===== src/rtl/i2c_pkg.sv =====
// Shared encodings for the I2C master: host command codes, FSM states and
// quarter-phase indices within one SCL bit period.
package i2c_pkg;

    localparam logic [1:0] I2C_CMD_START = 2'd0;
    localparam logic [1:0] I2C_CMD_WRITE = 2'd1;
    localparam logic [1:0] I2C_CMD_READ  = 2'd2;
    localparam logic [1:0] I2C_CMD_STOP  = 2'd3;

    typedef enum logic [2:0] {
        ST_IDLE,
        ST_START,
        ST_BIT,
        ST_ACK,
        ST_STOP
    } i2c_state_t;

    localparam logic [1:0] Q0 = 2'd0;
    localparam logic [1:0] Q1 = 2'd1;
    localparam logic [1:0] Q2 = 2'd2;
    localparam logic [1:0] Q3 = 2'd3;

    // SCL is released for the middle two quarters of every data/ack/start bit.
    function automatic logic scl_high(input logic [1:0] q);
        return (q == Q1) || (q == Q2);
    endfunction

endpackage


===== src/rtl/i2c_master_tick.sv =====
// Quarter-bit tick generator: one tick every CLK_DIV cycles, restartable on
// command acceptance and freezable on the last cycle of a quarter.
module i2c_master_tick #(
    parameter int CLK_DIV = 20
) (
    input  logic clk,
    input  logic rst,
    input  logic restart,
    input  logic freeze,
    output logic tick
);

    localparam logic [7:0] LAST = 8'(CLK_DIV - 1);

    logic [7:0] cnt_reg;
    logic       at_last;

    assign at_last = (cnt_reg == LAST);
    assign tick    = at_last & ~freeze;

    always_ff @(posedge clk or negedge rst) begin
        if (!rst) begin
            cnt_reg <= 8'd0;
        end else if (restart) begin
            cnt_reg <= 8'd0;
        end else if (at_last) begin
            // While frozen the counter parks on its last value so the quarter
            // ends on the first cycle the freeze is lifted.
            if (!freeze) begin
                cnt_reg <= 8'd0;
            end
        end else begin
            cnt_reg <= cnt_reg + 8'd1;
        end
    end

endmodule


===== src/rtl/sync_edge.sv =====
// Two-flop synchronizer for an asynchronous pad input, with one extra history
// flop providing single-cycle rise/fall pulses on the synchronized level.
module sync_edge #(
    parameter logic RESET_VAL = 1'b1
) (
    input  logic clk,
    input  logic rst,
    input  logic d,
    output logic q,
    output logic rise,
    output logic fall
);

    logic [2:0] pipe_reg;

    always_ff @(posedge clk or negedge rst) begin
        if (!rst) begin
            pipe_reg <= {3{RESET_VAL}};
        end else begin
            pipe_reg <= {pipe_reg[1:0], d};
        end
    end

    assign q    = pipe_reg[1];
    assign rise = pipe_reg[1] & ~pipe_reg[2];
    assign fall = ~pipe_reg[1] & pipe_reg[2];

endmodule


===== src/rtl/i2c_master.sv =====
// Byte-level I2C master: START/WRITE/READ/STOP commands in, one response per byte out.
// Define I2C_MASTER_STRETCH_EN to honour target clock stretching during the SCL high phase.
module i2c_master
    import i2c_pkg::*;
#(
    parameter int CLK_DIV = 20
) (
    input  logic       clk,
    input  logic       rst,
    input  logic       scl,
    input  logic       sda,
    output logic       scl_out,
    output logic       sda_out,
    input  logic       cmd_valid,
    output logic       cmd_ready,
    input  logic [1:0] cmd,
    input  logic [7:0] cmd_data,
    input  logic       cmd_nack,
    output logic       rsp_valid,
    output logic [7:0] rsp_data,
    output logic       rsp_nack,
    output logic       busy
);

    i2c_state_t state_reg, state_next;
    logic [1:0] q_reg, q_next;
    logic [2:0] bit_reg, bit_next;
    logic [7:0] shift_reg, shift_next;
    logic       sample_reg, sample_next;
    logic [1:0] op_reg, op_next;
    logic       nack_cmd_reg, nack_cmd_next;
    logic       busy_reg, busy_next;
    logic       ready_reg, ready_next;
    logic       rsp_valid_reg, rsp_valid_next;
    logic [7:0] rsp_data_reg, rsp_data_next;
    logic       rsp_nack_reg, rsp_nack_next;
    logic       scl_reg, scl_next;
    logic       sda_reg, sda_next;

    logic scl_s, scl_rise, scl_fall;
    logic sda_s, sda_rise, sda_fall;
    logic accept, tick, freeze;

    sync_edge u_scl_sync (
        .clk(clk), .rst(rst), .d(scl), .q(scl_s), .rise(scl_rise), .fall(scl_fall)
    );
    sync_edge u_sda_sync (
        .clk(clk), .rst(rst), .d(sda), .q(sda_s), .rise(sda_rise), .fall(sda_fall)
    );

    logic unused_sync;
    assign unused_sync = ^{scl_s, scl_rise, scl_fall, sda_rise, sda_fall};

    assign accept = cmd_valid & ready_reg;

`ifdef I2C_MASTER_STRETCH_EN
    // Hold the end of Q1 until the bus really shows SCL high.
    assign freeze = (state_reg != ST_IDLE) && (q_reg == Q1) && !scl_s;
`else
    assign freeze = 1'b0;
`endif

    i2c_master_tick #(.CLK_DIV(CLK_DIV)) u_tick (
        .clk(clk), .rst(rst), .restart(accept), .freeze(freeze), .tick(tick)
    );

    always_ff @(posedge clk or negedge rst) begin
        if (!rst) begin
            state_reg     <= ST_IDLE;
            q_reg         <= Q0;
            bit_reg       <= 3'd0;
            shift_reg     <= 8'd0;
            sample_reg    <= 1'b1;
            op_reg        <= I2C_CMD_START;
            nack_cmd_reg  <= 1'b0;
            busy_reg      <= 1'b0;
            ready_reg     <= 1'b0;
            rsp_valid_reg <= 1'b0;
            rsp_data_reg  <= 8'd0;
            rsp_nack_reg  <= 1'b0;
            scl_reg       <= 1'b1;
            sda_reg       <= 1'b1;
        end else begin
            state_reg     <= state_next;
            q_reg         <= q_next;
            bit_reg       <= bit_next;
            shift_reg     <= shift_next;
            sample_reg    <= sample_next;
            op_reg        <= op_next;
            nack_cmd_reg  <= nack_cmd_next;
            busy_reg      <= busy_next;
            ready_reg     <= ready_next;
            rsp_valid_reg <= rsp_valid_next;
            rsp_data_reg  <= rsp_data_next;
            rsp_nack_reg  <= rsp_nack_next;
            scl_reg       <= scl_next;
            sda_reg       <= sda_next;
        end
    end

    always_comb begin
        state_next     = state_reg;
        q_next         = q_reg;
        bit_next       = bit_reg;
        shift_next     = shift_reg;
        sample_next    = sample_reg;
        op_next        = op_reg;
        nack_cmd_next  = nack_cmd_reg;
        busy_next      = busy_reg;
        rsp_valid_next = 1'b0;
        rsp_data_next  = rsp_data_reg;
        rsp_nack_next  = rsp_nack_reg;

        case (state_reg)
            ST_IDLE: begin
                if (accept) begin
                    op_next       = cmd;
                    shift_next    = cmd_data;
                    nack_cmd_next = cmd_nack;
                    bit_next      = 3'd0;
                    case (cmd)
                        I2C_CMD_START: begin
                            // From a free bus the first two quarters are already satisfied.
                            state_next = ST_START;
                            q_next     = busy_reg ? Q0 : Q2;
                            busy_next  = 1'b1;
                        end
                        I2C_CMD_STOP: begin
                            if (busy_reg) begin
                                state_next = ST_STOP;
                                q_next     = Q0;
                            end
                        end
                        default: begin
                            if (busy_reg) begin
                                state_next = ST_BIT;
                                q_next     = Q0;
                            end
                        end
                    endcase
                end
            end
            ST_START: begin
                if (tick) begin
                    q_next = q_reg + 2'd1;
                    if (q_reg == Q3) begin
                        state_next = ST_BIT;
                    end
                end
            end
            ST_BIT: begin
                if (tick) begin
                    q_next = q_reg + 2'd1;
                    if (q_reg == Q2) begin
                        sample_next = sda_s;
                    end
                    // Shift only once SCL is low again so SDA never moves while SCL is high.
                    if (q_reg == Q3) begin
                        shift_next = {shift_reg[6:0], sample_reg};
                        bit_next   = bit_reg + 3'd1;
                        if (bit_reg == 3'd7) begin
                            state_next = ST_ACK;
                        end
                    end
                end
            end
            ST_ACK: begin
                if (tick) begin
                    q_next = q_reg + 2'd1;
                    if (q_reg == Q2) begin
                        sample_next = sda_s;
                    end
                    if (q_reg == Q3) begin
                        state_next     = ST_IDLE;
                        rsp_valid_next = 1'b1;
                        rsp_data_next  = (op_reg == I2C_CMD_READ) ? shift_reg : 8'h00;
                        rsp_nack_next  = (op_reg == I2C_CMD_READ) ? 1'b0 : sample_reg;
                    end
                end
            end
            ST_STOP: begin
                if (tick) begin
                    q_next = q_reg + 2'd1;
                    if (q_reg == Q3) begin
                        state_next = ST_IDLE;
                        busy_next  = 1'b0;
                    end
                end
            end
            default: begin
                state_next = ST_IDLE;
            end
        endcase

        ready_next = (state_next == ST_IDLE);

        // Pad levels are registered from the next-state view so they change in
        // lockstep with the phase they belong to.
        scl_next = 1'b1;
        sda_next = 1'b1;
        case (state_next)
            ST_IDLE: begin
                scl_next = ~busy_next;
            end
            ST_START: begin
                scl_next = scl_high(q_next);
                sda_next = (q_next == Q0) || (q_next == Q1);
            end
            ST_BIT: begin
                scl_next = scl_high(q_next);
                sda_next = (op_next == I2C_CMD_READ) | shift_next[7];
            end
            ST_ACK: begin
                scl_next = scl_high(q_next);
                sda_next = (op_next == I2C_CMD_READ) ? nack_cmd_next : 1'b1;
            end
            ST_STOP: begin
                scl_next = (q_next != Q0);
                sda_next = (q_next == Q2) || (q_next == Q3);
            end
            default: begin
                scl_next = 1'b1;
                sda_next = 1'b1;
            end
        endcase
    end

    assign scl_out   = scl_reg;
    assign sda_out   = sda_reg;
    assign cmd_ready = ready_reg;
    assign rsp_valid = rsp_valid_reg;
    assign rsp_data  = rsp_data_reg;
    assign rsp_nack  = rsp_nack_reg;
    assign busy      = busy_reg;

endmodule

===== config.mk =====
export PLATFORM = sky130hd
export DESIGN_NAME = i2c_master
export DESIGN_NICKNAME = d
export VERILOG_FILES = /design/src/rtl/i2c_pkg.sv /design/src/rtl/i2c_master_tick.sv /design/src/rtl/sync_edge.sv /design/src/rtl/i2c_master.sv
export SDC_FILE = /design/constraint.sdc
export NUM_CORES = 1
export LEC_CHECK = 0
export ABC_AREA = 1
export BUFFER_PORTS_ARGS = -buffer_cell sky130_fd_sc_hd__buf_2
export CAP_MARGIN = 10
export CORE_ASPECT_RATIO = 1.2
export CORE_MARGIN = 8
export CORE_UTILIZATION = 54
export CTS_BUF_LIST = sky130_fd_sc_hd__clkbuf_8 sky130_fd_sc_hd__clkbuf_16
export DETAILED_ROUTE_END_ITERATION = 6
export GPL_TIMING_DRIVEN = 0
export PLACE_DENSITY = 0.79
export REMOVE_ABC_BUFFERS = 1
export SLEW_MARGIN = 20
export SYNTH_ARGS = -nofsm -noshare
export SYNTH_HDL_FRONTEND = slang
export SYNTH_SLANG_ARGS = --single-unit

===== constraint.sdc =====
create_clock -name clk -period 5.5 [get_ports clk]
set_input_delay 0.825 -clock clk [delete_from_list [all_inputs] [get_ports clk]]
set_output_delay 0.825 -clock clk [all_outputs]
set_load 0.005 [all_outputs]

[After elaboration in Yosys (flattened, before gate mapping)]
Index checks and enable logic that the tools add are counted.
Operators by class
  add/sub/neg operators: 3
  equal/unequal tests: 21
  reductions and logical operators: 16
  mux-type cells: 45
  bitwise logic cells: 3
Operators by type and width (number)
  8-bit 2-to-1 mux: 6
  3-bit 2-to-1 mux: 13
  8-bit case mux with 2 select lines: 1
  2-bit == test (second input constant): 7
  2-bit 2-to-1 mux: 7
  3-bit by 2-bit == test with 1-bit output (second input constant): 4
  3-bit case mux with 2 select lines: 2
  3-bit case mux with 4 select lines: 1
  1-bit 2-to-1 mux: 11
  3-bit == test (second input constant): 3
  8-bit by 1-bit adder with 8-bit output (second input constant): 1
  8-bit by 5-bit == test with 1-bit output (second input constant): 1
  3-bit by 1-bit == test with 1-bit output (second input constant): 2
  3-bit zero test: 2
  2-bit inequality test (second input constant): 3
  3-bit AND reduction: 2
  2-bit zero test: 2
  1-bit case mux with 4 select lines: 1
  2-bit case mux with 2 select lines: 1
  4-bit AND reduction: 1
  2-bit nonzero test: 2
  2-bit OR reduction: 2
  4-bit OR reduction: 1
  3-bit by 1-bit adder with 3-bit output (second input constant): 1
  9 further kinds: 11
Word-level totals
  register bits: 44
  input bits: 16
  output and inout bits: 14

[Logic depth before layout (Yosys ltp)]
  depth after elaboration: 8
  gate-level depth with buffers: 13
  mapped depth without buffers: 13

[Modules after synthesis]
A second synthesis with hierarchy kept.
Unflattened totals
  cell total of the unflattened synthesis: 300
  area total of the unflattened synthesis: 2476.1 um2
By module, submodules not included
  i2c_master: area an instance 1894.3 um2, cells each 228, times used 1
  i2c_master_tick: area an instance 488.0 um2, cells each 65, times used 1
  sync_edge: area an instance 93.8 um2, cells each 7, times used 1

[Worst setup path after synthesis]
Ideal clock, no wire load.
  kind: input-to-reg
  from: input cmd[0]
  to: register scl_reg, in the netlist scl_out
  cell stages on the path: 10
  path slack: 3.457 ns
  arrival: 1.959 ns
  path through: inv_1 ha_1 inv_1 o21ai_0 a21oi_1 nand2_1 nand2_1 ha_1 o21ai_0 nand3_1
On the way
  cells in the longest elaborated chain, start to end: 7
Ends and longest elaborated chain
  start, declared: line i2c_master.sv:16  | input logic [1:0] cmd,
  2-bit == test / 2-bit zero test (equally long branches): line i2c_master.sv:121  | case (cmd)
  3-bit case mux with 2 select lines / 2-bit 2-to-1 mux (equally long branches)
  3-bit 2-to-1 mux / 2-bit 2-to-1 mux (equally long branches): line i2c_master.sv:116  | if (accept) begin
  3-bit case mux with 4 select lines / 2-bit case mux with 2 select lines (equally long branches): line i2c_master.sv:114  | case (state_reg)
  3-bit by 2-bit == test with 1-bit output, or another cell as far along: line i2c_master.sv:201  | case (state_next)
  3-bit OR reduction (no source line) / 1-bit logical OR (equally long branches)
  1-bit case mux with 3 select lines (*): line i2c_master.sv:201
  named net scl_next: line i2c_master.sv:37  | logic scl_reg, scl_next;
  end signal, assigned: line i2c_master.sv:96  | scl_reg <= scl_next;
  end, declared: line i2c_master.sv:37
The timed path passes the listed nets; every way through them passes the cells marked *.
A chain may end at the register's enable or synchronous reset.

[Worst setup path after layout]
  from: input cmd[1]
  to: register scl_reg, in the netlist scl_out
Same word-level chain as after synthesis.

==> impl_metrics.env <==
export IMPL_status="complete, no violations"
export IMPL_vias_per_cell=5.17
export IMPL_antenna_found_initial=0
export IMPL_cts_sinks=44
export IMPL_hold_class="flop to flop"
export IMPL_timing_rr_start="u_tick.cnt_reg[0]$_DFF_PN0_"
export IMPL_min_from="u_sda_sync.pipe_reg[0]$_DFF_PN1_"
export IMPL_final_area_sq_um=2710
export IMPL_hold_violations=0
export IMPL_postSynth_asyncResetShare=1.00
export IMPL_intPower_mw=0.704
export IMPL_ys_dominant_reg_cell="dfrtp_1"
export IMPL_startpoint="cmd[1]"
export IMPL_htree_levels=2
export IMPL_finalSetupTns_ns=0
export IMPL_placed_area_sq_um=2600
export IMPL_layout_drive_gt1_share=0.208
export IMPL_switching_share=0.400
export IMPL_dpl_cell_count=379
export IMPL_track_usage=0.151
export IMPL_syn_area_per_cell_sq_um=8.10
export IMPL_power_frac_clock=0.215
export IMPL_yosys_area_top_type="dfrtp_1"
export IMPL_p_leak_nw=1.42
export IMPL_grt_pass1_wl_mm=8.48
export IMPL_die_w_um=77.0
export IMPL_gp_congestion=0.896
export IMPL_numCtsBuffers=5
export IMPL_post_cts_resized=0
export IMPL_drt_iter0_drc=106
export IMPL_cts_root_buffer="clkbuf_8"
export IMPL_clk_pin_slew_ns=0.08
export IMPL_worstMarginPinSlew_ns=0.940
export IMPL_max_clock_path_buffers=2
export IMPL_crit_arrival_ns=2.33
export IMPL_hold_depth=0
export IMPL_min_delay_worst_endpoint="u_sda_sync.pipe_reg[1]$_DFF_PN1_"
export IMPL_ir_drop_uv=269
export IMPL_r2r_slack_ns=3.46
export IMPL_r2r_cells=11
export IMPL_ant_nets=0
export IMPL_drv_slew=0
export IMPL_rows=26
export IMPL_nFillCells=417
export IMPL_ys_ff_latch=44
export IMPL_utilization=0.631
export IMPL_ys_types=29
export IMPL_rsz0062_at_grt="false"
export IMPL_clk_latency_ns=0.31
export IMPL_synth_edf_count=0
export IMPL_drc=0
export IMPL_antenna_cells=0
export IMPL_syn_area_sq_um=2410
export IMPL_routedWlPerCell_um=12.4
export IMPL_maxSlewHeadroom=0.373
export IMPL_layout_common_cells="nand2_1 (78), inv_1 (46), dfrtp_1 (39), buf_2 (28), nor2_1 (24)"
export IMPL_initial_utilization=0.562
export IMPL_finClkSkew_ns=0.0174
export IMPL_hold_buffers=0
export IMPL_grt_max_degree=45
export IMPL_pwr_share_seq=0.397
export IMPL_dp_hpwl_mm=3.61
export IMPL_max_freq_mhz=473
export IMPL_fin_crit_sh=0.384
export IMPL_synth_warnings=0
export IMPL_cp_end_kind="flop"
export IMPL_vias=2000
export IMPL_multi_input_area_sq_um=1070
export IMPL_synthCells=298
export IMPL_core_area_sq_um=4290
export IMPL_die_height_um=89.2
export IMPL_pre_cts_slack_ns=3.10
export IMPL_min_period_ns=2.11
export IMPL_layout_commonest_cell="nand2_1"
export IMPL_tritoncts="built"
export IMPL_detailedRoute_firstPassIterationCount=4
export IMPL_start_kind="input port"
export IMPL_synth_area_top_cells="dfrtp_1 (40%), nand2_1 (12%), inv_1 (7.2%)"
export IMPL_r2r_end="scl_out$_DFF_PN1_"
export IMPL_crit_type="input port to flop"
export IMPL_yosysSeqAreaShare=0.459
export IMPL_worst_hold_slack_ns=0.359
export IMPL_grt_pass1_vias=1988
export IMPL_seqCellArea_sq_um=1110
export IMPL_cts_setup_buffers=0
export IMPL_nets=355
export IMPL_maxCapViolations=0
export IMPL_synth_top_area_frac=0.404
export IMPL_dieArea_sq_um=6870
export IMPL_setup_viol=0
export IMPL_worst_slack_ns=3.39
export IMPL_syn_to_final_growth_pct=12.3
export IMPL_total_power_mw=1.17
export IMPL_wl_mm=4.80
export IMPL_port_buffers=28
export IMPL_grt_ovfl_total=0
export IMPL_cp_data_required_time_ns=5.72
export IMPL_finalNonFillerCells=387
export IMPL_num_io_pins=30
export IMPL_combinationalPowerShare=0.388
export IMPL_p_sw_mw=0.470
export IMPL_p_per_area_nw_per_um2=433
export IMPL_crit_fanout=4
==> critical path: stages <==
cell and delay (ns):
buf_2 0.13, inv_1 0.05, ha_1 0.22, inv_1 0.06
o21ai_0 0.19, a21oi_1 0.10, nand2_1 0.07, nand2_1 0.11
ha_1 0.31, o21ai_0 0.16, nand3_1 0.10
==> power groups by stage <==
stage | registers, mW | logic [mW] | clock network, mW
finish | 0.466 | 0.456 | 0.252
global route | 0.476 | 0.534 | 0.272
CTS | 0.465 | 0.460 | 0.258
detailed placement | 0.471 | 0.457 | 0
global placement | 0.467 | 0.447 | 0
floorplan | 0.461 | 0.353 | 0
==> worst max path at each step <==
stage / to / slack [ns] / cells past startpoint
after CTS: scl_out$_DFF_PN1_ / 3.39 / 11
after floorplan: scl_out$_DFF_PN1_ / 3.46 / 10
final: scl_out$_DFF_PN1_ / 3.39 / 11
after global routing: scl_out$_DFF_PN1_ / 3.19 / 11
after global placement: scl_out$_DFF_PN1_ / 3.17 / 11
after detailed placement: scl_out$_DFF_PN1_ / 3.10 / 11
==> cell type report <==
| cell class | instances | share of cell area |
|---|---|---|
| clock buffers | 5 | 0.0254 |
| clock inverters | 3 | 0.0171 |
| inverters | 51 | 0.0752 |
| multi-input cells | 200 | 0.396 |
| flip-flops and latches | 44 | 0.408 |
| well taps | 56 | 0.0258 |
| repair buffers | 28 | 0.0517 |
==> kinds of logic (layout without fill, tap and decap cells) <==
logic type	Yosys count	count (layout)	synth area share
DFF	44	44	0.459
adders and majority gates	9	9	0.0467
buffers and inverters	54	87	0.0959
and+or+nand+nor	150	150	0.290
AOI/OAI and AO/OA	40	40	0.105
xor gates and xnor gates	1	1	0.00363
==> cells in the mapped netlist, types with 5 or more instances <==
cell	count
nand3_1	19
inv_1	46
nor3_1	6
o21ai_0	15
nor2_1	24
dfstp_2	5
nand2_2	6
a21oi_1	8
o221ai_1	7
nand2_1	78
ha_1	9
dfrtp_1	39
==> routing by layer <==
metal | track usage | up-vias | share of wire
met5 | 0 | - | 0
met4 | 0.0601 | 0 | 0.016
met3 | 0.0453 | 7 | 0.046
met2 | 0.275 | 34 | 0.50
met1 | 0.163 | 945 | 0.44
li1 | - | 1014 | -
(Power assumes the default switching activity.)
